**src/rtl/mod_clock_scheduler_if.sv**
```systemverilog
// Run-control and clock-enable bundle of the NES clock scheduler.
//   pause_req/step_req/run_req : one-cycle run-control request pulses (master -> slave)
//   ppu_ce/cpu_ce/apu_ce       : one-cycle subsystem enables (slave -> master)
//   baud_tick                  : free-running UART tick, unaffected by pause
//   paused                     : high while the console is halted
//   cpu_cycle_count            : number of cpu_ce pulses since reset, wrapping
interface mod_clock_scheduler_if;
    logic        pause_req;
    logic        step_req;
    logic        run_req;
    logic        ppu_ce;
    logic        cpu_ce;
    logic        apu_ce;
    logic        baud_tick;
    logic        paused;
    logic [15:0] cpu_cycle_count;

    modport master (
        output pause_req, step_req, run_req,
        input  ppu_ce, cpu_ce, apu_ce, baud_tick, paused, cpu_cycle_count
    );

    modport slave (
        input  pause_req, step_req, run_req,
        output ppu_ce, cpu_ce, apu_ce, baud_tick, paused, cpu_cycle_count
    );
endinterface

```
**src/rtl/mod_clock_scheduler.sv**
```systemverilog
// NES timing generator on the pixel clock. A phase accumulator produces the PPU enable;
// the CPU enable is every third PPU enable and the APU enable every second CPU enable.
// A separate accumulator produces the UART baud tick. Run control can halt the console
// on a CPU-cycle boundary, single-step one CPU cycle, and resume with phase intact.
//   clk_in_25_175_mhz : sole clock, rising edge
//   rst_n             : asynchronous active-low reset
//   sched             : slave side of mod_clock_scheduler_if (requests in, enables out)
module mod_clock_scheduler #(
    parameter int unsigned PPU_INC      = 13977,
    parameter int unsigned BAUD_INC     = 300,
    parameter int unsigned ACC_WIDTH    = 16,
    parameter bit          START_PAUSED = 1'b0
) (
    input  logic                 clk_in_25_175_mhz,
    input  logic                 rst_n,
    mod_clock_scheduler_if.slave sched
);
    localparam logic [ACC_WIDTH:0] PpuIncExt  = (ACC_WIDTH + 1)'(PPU_INC);
    localparam logic [ACC_WIDTH:0] BaudIncExt = (ACC_WIDTH + 1)'(BAUD_INC);

    typedef enum logic [1:0] {StRun, StDrain, StPaused, StStep} state_e;

    localparam state_e ResetState = START_PAUSED ? StPaused : StRun;

    state_e               state_q, state_d;
    logic [ACC_WIDTH-1:0] acc_ppu_q, acc_ppu_d;
    logic [ACC_WIDTH-1:0] acc_baud_q, acc_baud_d;
    logic [1:0]           cpu_div_q, cpu_div_d;
    logic                 apu_div_q, apu_div_d;
    logic [15:0]          count_q, count_d;
    logic                 ppu_ce_q, cpu_ce_q, apu_ce_q, baud_ce_q, paused_q;

    logic                 advance;
    logic [ACC_WIDTH:0]   ppu_sum, baud_sum;
    logic                 ppu_tick, cpu_tick, apu_tick, baud_tick;

    // Tick conditions, all from current state; the strobes themselves are registered.
    always_comb begin
        advance   = (state_q != StPaused);
        ppu_sum   = {1'b0, acc_ppu_q} + PpuIncExt;
        baud_sum  = {1'b0, acc_baud_q} + BaudIncExt;
        ppu_tick  = advance & ppu_sum[ACC_WIDTH];
        cpu_tick  = ppu_tick & (cpu_div_q == 2'd2);
        apu_tick  = cpu_tick & apu_div_q;
        baud_tick = baud_sum[ACC_WIDTH];
    end

    // Datapath next state; holding everything when !advance keeps the phase across a pause.
    always_comb begin
        acc_ppu_d  = advance ? ppu_sum[ACC_WIDTH-1:0] : acc_ppu_q;
        acc_baud_d = baud_sum[ACC_WIDTH-1:0];
        cpu_div_d  = cpu_div_q;
        if (ppu_tick) begin
            cpu_div_d = (cpu_div_q == 2'd2) ? 2'd0 : cpu_div_q + 2'd1;
        end
        apu_div_d = cpu_tick ? ~apu_div_q : apu_div_q;
        count_d   = count_q + {15'd0, cpu_tick};
    end

    // Run control. DRAIN and STEP both finish on the next CPU tick, so a halt always
    // lands on a CPU-cycle boundary. Requests outside their accepting state are dropped.
    always_comb begin
        state_d = state_q;
        unique case (state_q)
            StRun: begin
                if (sched.pause_req) begin
                    state_d = cpu_tick ? StPaused : StDrain;
                end
            end
            StDrain: begin
                if (cpu_tick) begin
                    state_d = StPaused;
                end
            end
            StPaused: begin
                if (sched.run_req) begin
                    state_d = StRun;
                end else if (sched.step_req) begin
                    state_d = StStep;
                end
            end
            StStep: begin
                if (cpu_tick) begin
                    state_d = StPaused;
                end
            end
            default: state_d = StRun;
        endcase
    end

    always_ff @(posedge clk_in_25_175_mhz or negedge rst_n) begin
        if (!rst_n) begin
            state_q    <= ResetState;
            acc_ppu_q  <= '0;
            acc_baud_q <= '0;
            cpu_div_q  <= 2'd0;
            apu_div_q  <= 1'b0;
            count_q    <= 16'd0;
            ppu_ce_q   <= 1'b0;
            cpu_ce_q   <= 1'b0;
            apu_ce_q   <= 1'b0;
            baud_ce_q  <= 1'b0;
            paused_q   <= START_PAUSED;
        end else begin
            state_q    <= state_d;
            acc_ppu_q  <= acc_ppu_d;
            acc_baud_q <= acc_baud_d;
            cpu_div_q  <= cpu_div_d;
            apu_div_q  <= apu_div_d;
            count_q    <= count_d;
            ppu_ce_q   <= ppu_tick;
            cpu_ce_q   <= cpu_tick;
            apu_ce_q   <= apu_tick;
            baud_ce_q  <= baud_tick;
            // Rises together with the final cpu_ce of a drain or step.
            paused_q   <= (state_d == StPaused);
        end
    end

    assign sched.ppu_ce          = ppu_ce_q;
    assign sched.cpu_ce          = cpu_ce_q;
    assign sched.apu_ce          = apu_ce_q;
    assign sched.baud_tick       = baud_ce_q;
    assign sched.paused          = paused_q;
    assign sched.cpu_cycle_count = count_q;
endmodule
```
**src/flat_wrapper.sv**
```systemverilog
// flat-port wrapper written by rule: the top's interface ports become plain ports
module mod_clock_scheduler_flat 
#(
    parameter int unsigned PPU_INC      = 13977,
    parameter int unsigned BAUD_INC     = 300,
    parameter int unsigned ACC_WIDTH    = 16,
    parameter bit          START_PAUSED = 1'b0
)
  (clk_in_25_175_mhz, rst_n, sched_pause_req, sched_step_req, sched_run_req, sched_ppu_ce, sched_cpu_ce, sched_apu_ce, sched_baud_tick, sched_paused, sched_cpu_cycle_count);
  mod_clock_scheduler_if sched_i ();
  input  logic clk_in_25_175_mhz;
  input  logic rst_n;
  input wire logic [$bits(sched_i.pause_req)-1:0] sched_pause_req;
  input wire logic [$bits(sched_i.step_req)-1:0] sched_step_req;
  input wire logic [$bits(sched_i.run_req)-1:0] sched_run_req;
  output wire logic [$bits(sched_i.ppu_ce)-1:0] sched_ppu_ce;
  output wire logic [$bits(sched_i.cpu_ce)-1:0] sched_cpu_ce;
  output wire logic [$bits(sched_i.apu_ce)-1:0] sched_apu_ce;
  output wire logic [$bits(sched_i.baud_tick)-1:0] sched_baud_tick;
  output wire logic [$bits(sched_i.paused)-1:0] sched_paused;
  output wire logic [$bits(sched_i.cpu_cycle_count)-1:0] sched_cpu_cycle_count;
  assign sched_i.pause_req = sched_pause_req;
  assign sched_i.step_req = sched_step_req;
  assign sched_i.run_req = sched_run_req;
  assign sched_ppu_ce = sched_i.ppu_ce;
  assign sched_cpu_ce = sched_i.cpu_ce;
  assign sched_apu_ce = sched_i.apu_ce;
  assign sched_baud_tick = sched_i.baud_tick;
  assign sched_paused = sched_i.paused;
  assign sched_cpu_cycle_count = sched_i.cpu_cycle_count;
  mod_clock_scheduler #(.PPU_INC(PPU_INC), .BAUD_INC(BAUD_INC), .ACC_WIDTH(ACC_WIDTH), .START_PAUSED(START_PAUSED)) u_core (.clk_in_25_175_mhz(clk_in_25_175_mhz), .rst_n(rst_n), .sched(sched_i));
endmodule
```
**config.mk**
```make
export PLATFORM = sky130hd
export DESIGN_NAME = mod_clock_scheduler_flat
export DESIGN_NICKNAME = d
export VERILOG_FILES = /design/src/rtl/mod_clock_scheduler_if.sv /design/src/rtl/mod_clock_scheduler.sv /design/src/flat_wrapper.sv
export SDC_FILE = /design/constraint.sdc
export NUM_CORES = 1
export LEC_CHECK = 0
export BUFFER_PORTS_ARGS = -buffer_cell sky130_fd_sc_hd__buf_2
export CAP_MARGIN = 20
export CORE_ASPECT_RATIO = 0.5
export CORE_MARGIN = 2
export CORE_UTILIZATION = 55
export CTS_BUF_LIST = sky130_fd_sc_hd__clkbuf_8
export CTS_CLUSTER_SIZE = 30
export DETAILED_ROUTE_END_ITERATION = 7
export HOLD_SLACK_MARGIN = 0.03
export PLACE_DENSITY_LB_ADDON = 0.2
export SLEW_MARGIN = 30
export SYNTH_ARGS = -nofsm -noshare
export SYNTH_HDL_FRONTEND = slang
export SYNTH_SLANG_ARGS = --single-unit
export TNS_END_PERCENT = 10
```
**constraint.sdc**
```tcl
create_clock -name clk_in_25_175_mhz -period 4.8 [get_ports clk_in_25_175_mhz]
set_input_delay 0.96 -clock clk_in_25_175_mhz [delete_from_list [all_inputs] [get_ports clk_in_25_175_mhz]]
set_output_delay 0.96 -clock clk_in_25_175_mhz [all_outputs]
set_load 0.01 [all_outputs]
```
* After elaboration in Yosys (flattened, before gate mapping)
Cells that the tools add are included.
** Cells by class
- $add $sub $neg :: 4
- Reductions and logical operators :: 2
- Bitwise gates (word level) :: 4
- Mux-type cells :: 7
- Equality and inequality tests :: 6
** Operators with widths (count)
- $add 16x14->17 const B :: 1
- $add 16x9->17 const B :: 1
- $add 16x1->16 :: 1
- $mux 2 :: 6
- $eq 2x2->1 const B :: 4
- $pmux 2 s3 :: 1
- $and 1x1->1 :: 3
- $add 2x1->2 const B :: 1
- $eq 2x1->1 const B :: 1
- $logic_not 2->1 :: 1
- $ne 2x2->1 const B :: 1
- $reduce_or 2->1 :: 1
- $not 1->1 :: 1
** Word-level totals
- Word-level logic and storage cells :: 34
- Bits of input ports :: 5
- Bits in registers :: 58
- Output and inout port bits :: 21

* Depth between registers and ports, before layout
- Word-level depth :: 7
- Gate-level depth with buffers :: 11
- Mapped depth without buffers :: 10

* Worst setup path before layout
OpenSTA, ideal clock, no wires.
- Path type :: reg-to-reg
- From :: reg u_core.acc_ppu_q[0]
- To :: reg u_core.count_q[14] (netlist: u_core.sched.cpu_cycle_count[14])
- Path slack :: 2495 ps
- Clock period less this slack :: 2305 ps
- Cell stages (with the launch flop) :: 12
- Library setup time :: 79 ps
- Buffers on the path :: 1
- Data arrival time :: 2226 ps
- Cells stage by stage :: dfrtp_1 ha_1 a211oi_2 o211a_1 buf_6 nor3b_4 and2_1 ha_1 nand3_1 nand2b_1 nor2_1 xor2_1
** Between the ends
- Word-level cells in the longest chain between the ends :: 4
** RTL lines
- from (decl) :: line mod_clock_scheduler.sv:26 : logic [ACC_WIDTH-1:0] acc_ppu_q, acc_ppu_d;
- from (signal assigned) :: line mod_clock_scheduler.sv:106 : acc_ppu_q <= acc_ppu_d;
- $add 16x14->17 :: line mod_clock_scheduler.sv:40 : ppu_sum = {1'b0, acc_ppu_q} + PpuIncExt;
- $and 1x1->1 :: line mod_clock_scheduler.sv:42 : ppu_tick = advance & ppu_sum[ACC_WIDTH];
- $and 1x1->1 :: line mod_clock_scheduler.sv:43 : cpu_tick = ppu_tick & (cpu_div_q == 2'd2);
- named net u_core.cpu_tick :: line mod_clock_scheduler.sv:35 : logic ppu_tick, cpu_tick, apu_tick, baud_tick;
- $add 16x1->16 :: line mod_clock_scheduler.sv:57 : count_d = count_q + {15'd0, cpu_tick};
- named net u_core.count_d[14] :: line mod_clock_scheduler.sv:30 : logic [15:0] count_q, count_d;
- to (signal assigned) :: line mod_clock_scheduler.sv:110 : count_q <= count_d;
- to (decl) :: line mod_clock_scheduler.sv:30
The timed path passes the listed nets, and every way through them passes these cells.
A chain may end at the register's enable or synchronous reset.

* Worst setup path after layout
- From :: reg u_core.state_q[0]
- To :: reg u_core.count_q[12] (netlist: u_core.sched.cpu_cycle_count[12])
** Between the ends
- Word-level cells in the longest chain between the ends :: 4
** RTL lines
- from (decl) :: line mod_clock_scheduler.sv:25 : state_e state_q, state_d;
- from (signal assigned) :: line mod_clock_scheduler.sv:93 : state_q <= ResetState;
- from (signal assigned) :: line mod_clock_scheduler.sv:105 : state_q <= state_d;
- $ne 2x2->1 :: line mod_clock_scheduler.sv:39 : advance = (state_q != StPaused);
- $and 1x1->1 :: line mod_clock_scheduler.sv:42
- $and 1x1->1 :: line mod_clock_scheduler.sv:43
- named net u_core.cpu_tick :: line mod_clock_scheduler.sv:35
- $add 16x1->16 :: line mod_clock_scheduler.sv:57
- named net u_core.count_d[12] :: line mod_clock_scheduler.sv:30
The timed path passes the listed nets, and every way through them passes these cells.

==> results.json <==
{
  "grt_max_degree": 57,
  "design_area_um2": 2783,
  "antenna_cells": 0,
  "required_ns": 5.00,
  "slew_violations": 0,
  "fin_skew_ns": 0.003520,
  "dieArea_um2": 5160,
  "grt_pass1_vias": 1610,
  "grt_first_pass_wirelength_mm": 7.369,
  "numCtsBuffers": 5,
  "cts_sinks": 56,
  "final_cells": 305,
  "cpMostUsedCell": "nand3_1",
  "synth_cells": 219,
  "netlist-cell-type-count": 42,
  "powerDensity_nw_per_um2": 503.1,
  "worst_setup_path_end_kind": "flip-flop",
  "cp_cell_sequence": "nand2b_1 > o2111ai_4 > nor3b_4 > and2_1 > ha_1 > nand3_1 > nor2_1 > nand3_1 > xnor2_1",
  "status": "finished clean",
  "dpl-instance-area_um2": 2691,
  "crit_type": "flip-flop to flip-flop",
  "fin_ws_ns": 2.094,
  "ys_warn_count": 0,
  "fp-row-count": 17,
  "tightestPinTransition_ns": 0.7240,
  "cts_buffer_depth": 2,
  "postRouteAntennaNets": 0,
  "fin_nets": 255,
  "cp_slowest_cell": "nor3b_4",
  "period_needed_ns": 2.706,
  "cts-root-buf": "clkbuf_8",
  "drt_first_pass_iters": 4,
  "via_per_inst": 5.531,
  "timing.setup.tns_ns": 0,
  "cts_hold_buf": 0,
  "netlist_area_um2": 2514,
  "antenna_found_initial": 0,
  "portBuffers": 25,
  "cts.clk_slew.worst_paths_ns": 0.10,
  "die_y_um": 51.81,
  "area_growth_pct": 10.70,
  "initial_core_util": 0.5709,
  "min_path_type": "flip-flop to flip-flop",
  "final_util": 0.6320,
  "yosysSeqAreaShare": 0.5575,
  "worstSkewPairLatency_ns": 0.31,
  "synth.top_cell.area_share": 0.5575,
  "dp_cells": 297,
  "via_count": 1687,
  "fp.coreArea_um2": 4403,
  "cp_data_arrival_time_ns": 2.91,
  "grt-ovfl-total": 0,
  "die_w_um": 99.61,
  "rsz0062_at_grt": "false",
  "ios": 26,
  "slew_headroom": 0.5164,
  "drc": 0,
  "cts_htree_levels": 2,
  "fmax_mhz": 369.6,
  "drive_gt1_frac": 0.1734,
  "synth_nets": 227,
  "start_kind": "flip-flop",
  "gp_congestion": 0.8253,
  "path_buf_inv": 0,
  "routed_wl_mm": 4.311,
  "dp_slack_ns": 2.114,
  "setup_viol": 0,
  "grt_usage": 0.1855,
  "synth_seq_cells": 56,
  "hpwl_mm": 3.054,
  "synth_largest_area_cell": "dfrtp_1",
  "leakage_nw": 1.327,
  "cts.repair.resized": 0,
  "synth_area_per_cell_um2": 11.48,
  "synthTopCellsByArea": "dfrtp_1, xor2_1, xnor2_1, nand2_1, a211oi_1",
  "peakVddDrop_uv": 208.3,
  "max_stage_delay_ns": 0.44,
  "dr.first_iter.drc_count": 72,
  "post_cts_buffers": 0,
  "hold_violations": 0,
  "post-route-period-util": 0.5637,
  "cpLargestDelayFamily": "simple AND/OR/NAND/NOR gates",
  "crit_fanout": 13,
  "tritoncts": "done",
  "wl_per_cell_um": 14.13,
  "max_cap_violations": 0
}
==> cell usage in the layout, fill, tap and decap left out, types with 2 or more instances in the layout <==
master / netlist / layout
a211oi_1: 6 / 6
a21oi_1: 6 / 6
and2_1: 2 / 2
and3_1: 3 / 3
and4_1: 3 / 3
buf_2: 0 / 25
clkbuf_8: 0 / 5
dfrtp_1: 56 / 56
ha_1: 3 / 3
inv_1: 7 / 7
mux2_2: 2 / 2
nand2_1: 17 / 17
nand2b_1: 3 / 3
nand3_1: 7 / 7
nand4_1: 4 / 4
nor2_1: 11 / 11
nor2b_1: 3 / 3
nor3_1: 5 / 5
nor4_1: 4 / 4
o211ai_1: 4 / 4
o21ai_0: 8 / 8
xnor2_1: 20 / 20
xor2_1: 21 / 21
==> cells in the mapped netlist <==
master and instances:
nand3b_1 1, a21oi_1 6, nor3b_1 1, a31oi_1 1, nand3_1 7, nand4_1 4, xor2_1 21, nor4b_1 1
nand4bb_1 1, o2111ai_1 1, nor2_2 1, nand2b_1 3, and4_1 3, buf_6 1, a21o_1 1, clkbuf_1 4
a31o_2 1, nor4_1 4, and2_1 2, nor2_1 11, nor3b_4 1, nor3_1 5, o21ai_1 1, a21boi_0 1
nor2b_1 3, xnor2_1 20, inv_1 7, o21ai_0 8, a211oi_1 6, ha_1 3, nand3_2 1, and3_1 3
dfrtp_1 56, o21bai_1 1, o211ai_1 4, nand2_1 17, mux2_2 2, a211oi_2 1, o2111ai_4 1, a311oi_1 1
or2_2 1, o211a_1 1
==> kinds of logic after synthesis <==
family | synth area share
mux | 0.008959
compound gates | 0.1011
buf+inv | 0.02091
xor+xnor | 0.1429
flops | 0.5575
fa+ha+maj | 0.01493
simple gates | 0.1538
==> report_power, final <==
| part | internal [W] | total (W) | switching [W] |
|---|---|---|---|
| Clock | 0.000105 | 0.000258 | 0.000153 |
| Sequential | 0.000588 | 0.000719 | 0.000132 |
| Combinational | 0.000202 | 0.000423 | 0.000220 |
==> per-stage QoR <==
stage | total power [W] | hold slack (ns)
global route | 0.001501 | 0.4557
global placement | 0.001126 | 0.4153
floorplan | 0.001044 | 0.4059
detailed placement | 0.001153 | 0.4252
finish | 0.001400 | 0.4348
CTS | 0.001416 | 0.4404
==> state kept, by name, summed over array words and instances (netlist names) <==
name / flops
u_core.state_q: 2
u_core.sched.cpu_ce: 1
u_core.apu_div_q: 1
u_core.sched.ppu_ce: 1
u_core.sched.cpu_cycle_count: 16
u_core.sched.paused: 1
u_core.sched.apu_ce: 1
u_core.acc_baud_q: 14
u_core.cpu_div_q: 2
u_core.sched.baud_tick: 1
u_core.acc_ppu_q: 16
==> per-layer routing <==
metal	part of all wire	up-vias	track usage
met4	0.012	0	0.07306
met3	0.026	7	0.04839
met5	0	-	0
met1	0.47	846	0.2471
li1	-	817	-
met2	0.49	17	0.2962
==> path summary, 6_finish.rpt <==
kind	from	to	slack [ns]	cells after the start
min in group asynchronous	rst_n	u_core.acc_ppu_q[4]	0.77	2
setup / recovery	u_core.state_q[0]	u_core.sched.cpu_cycle_count[12]	2.09	9
max in group asynchronous	rst_n	u_core.acc_baud_q[13]	3.58	2
setup reg to reg	u_core.state_q[0]	u_core.sched.cpu_cycle_count[12]	2.09	9
hold reg to reg	u_core.acc_baud_q[2]	u_core.acc_baud_q[2]	0.43	1
hold / removal	u_core.acc_baud_q[2]	u_core.acc_baud_q[2]	0.43	1
==> cell type report <==
class	instances	area (um^2)
clock inverters	3	22.52
clock buffers	5	68.82
inverters	7	26.28
well taps	57	71.32
flip-flops and latches	56	1401
repair buffers	26	132.6
fillers	370	1620
multi-input cells	151	1060
Power figures use the tool's default switching activity.
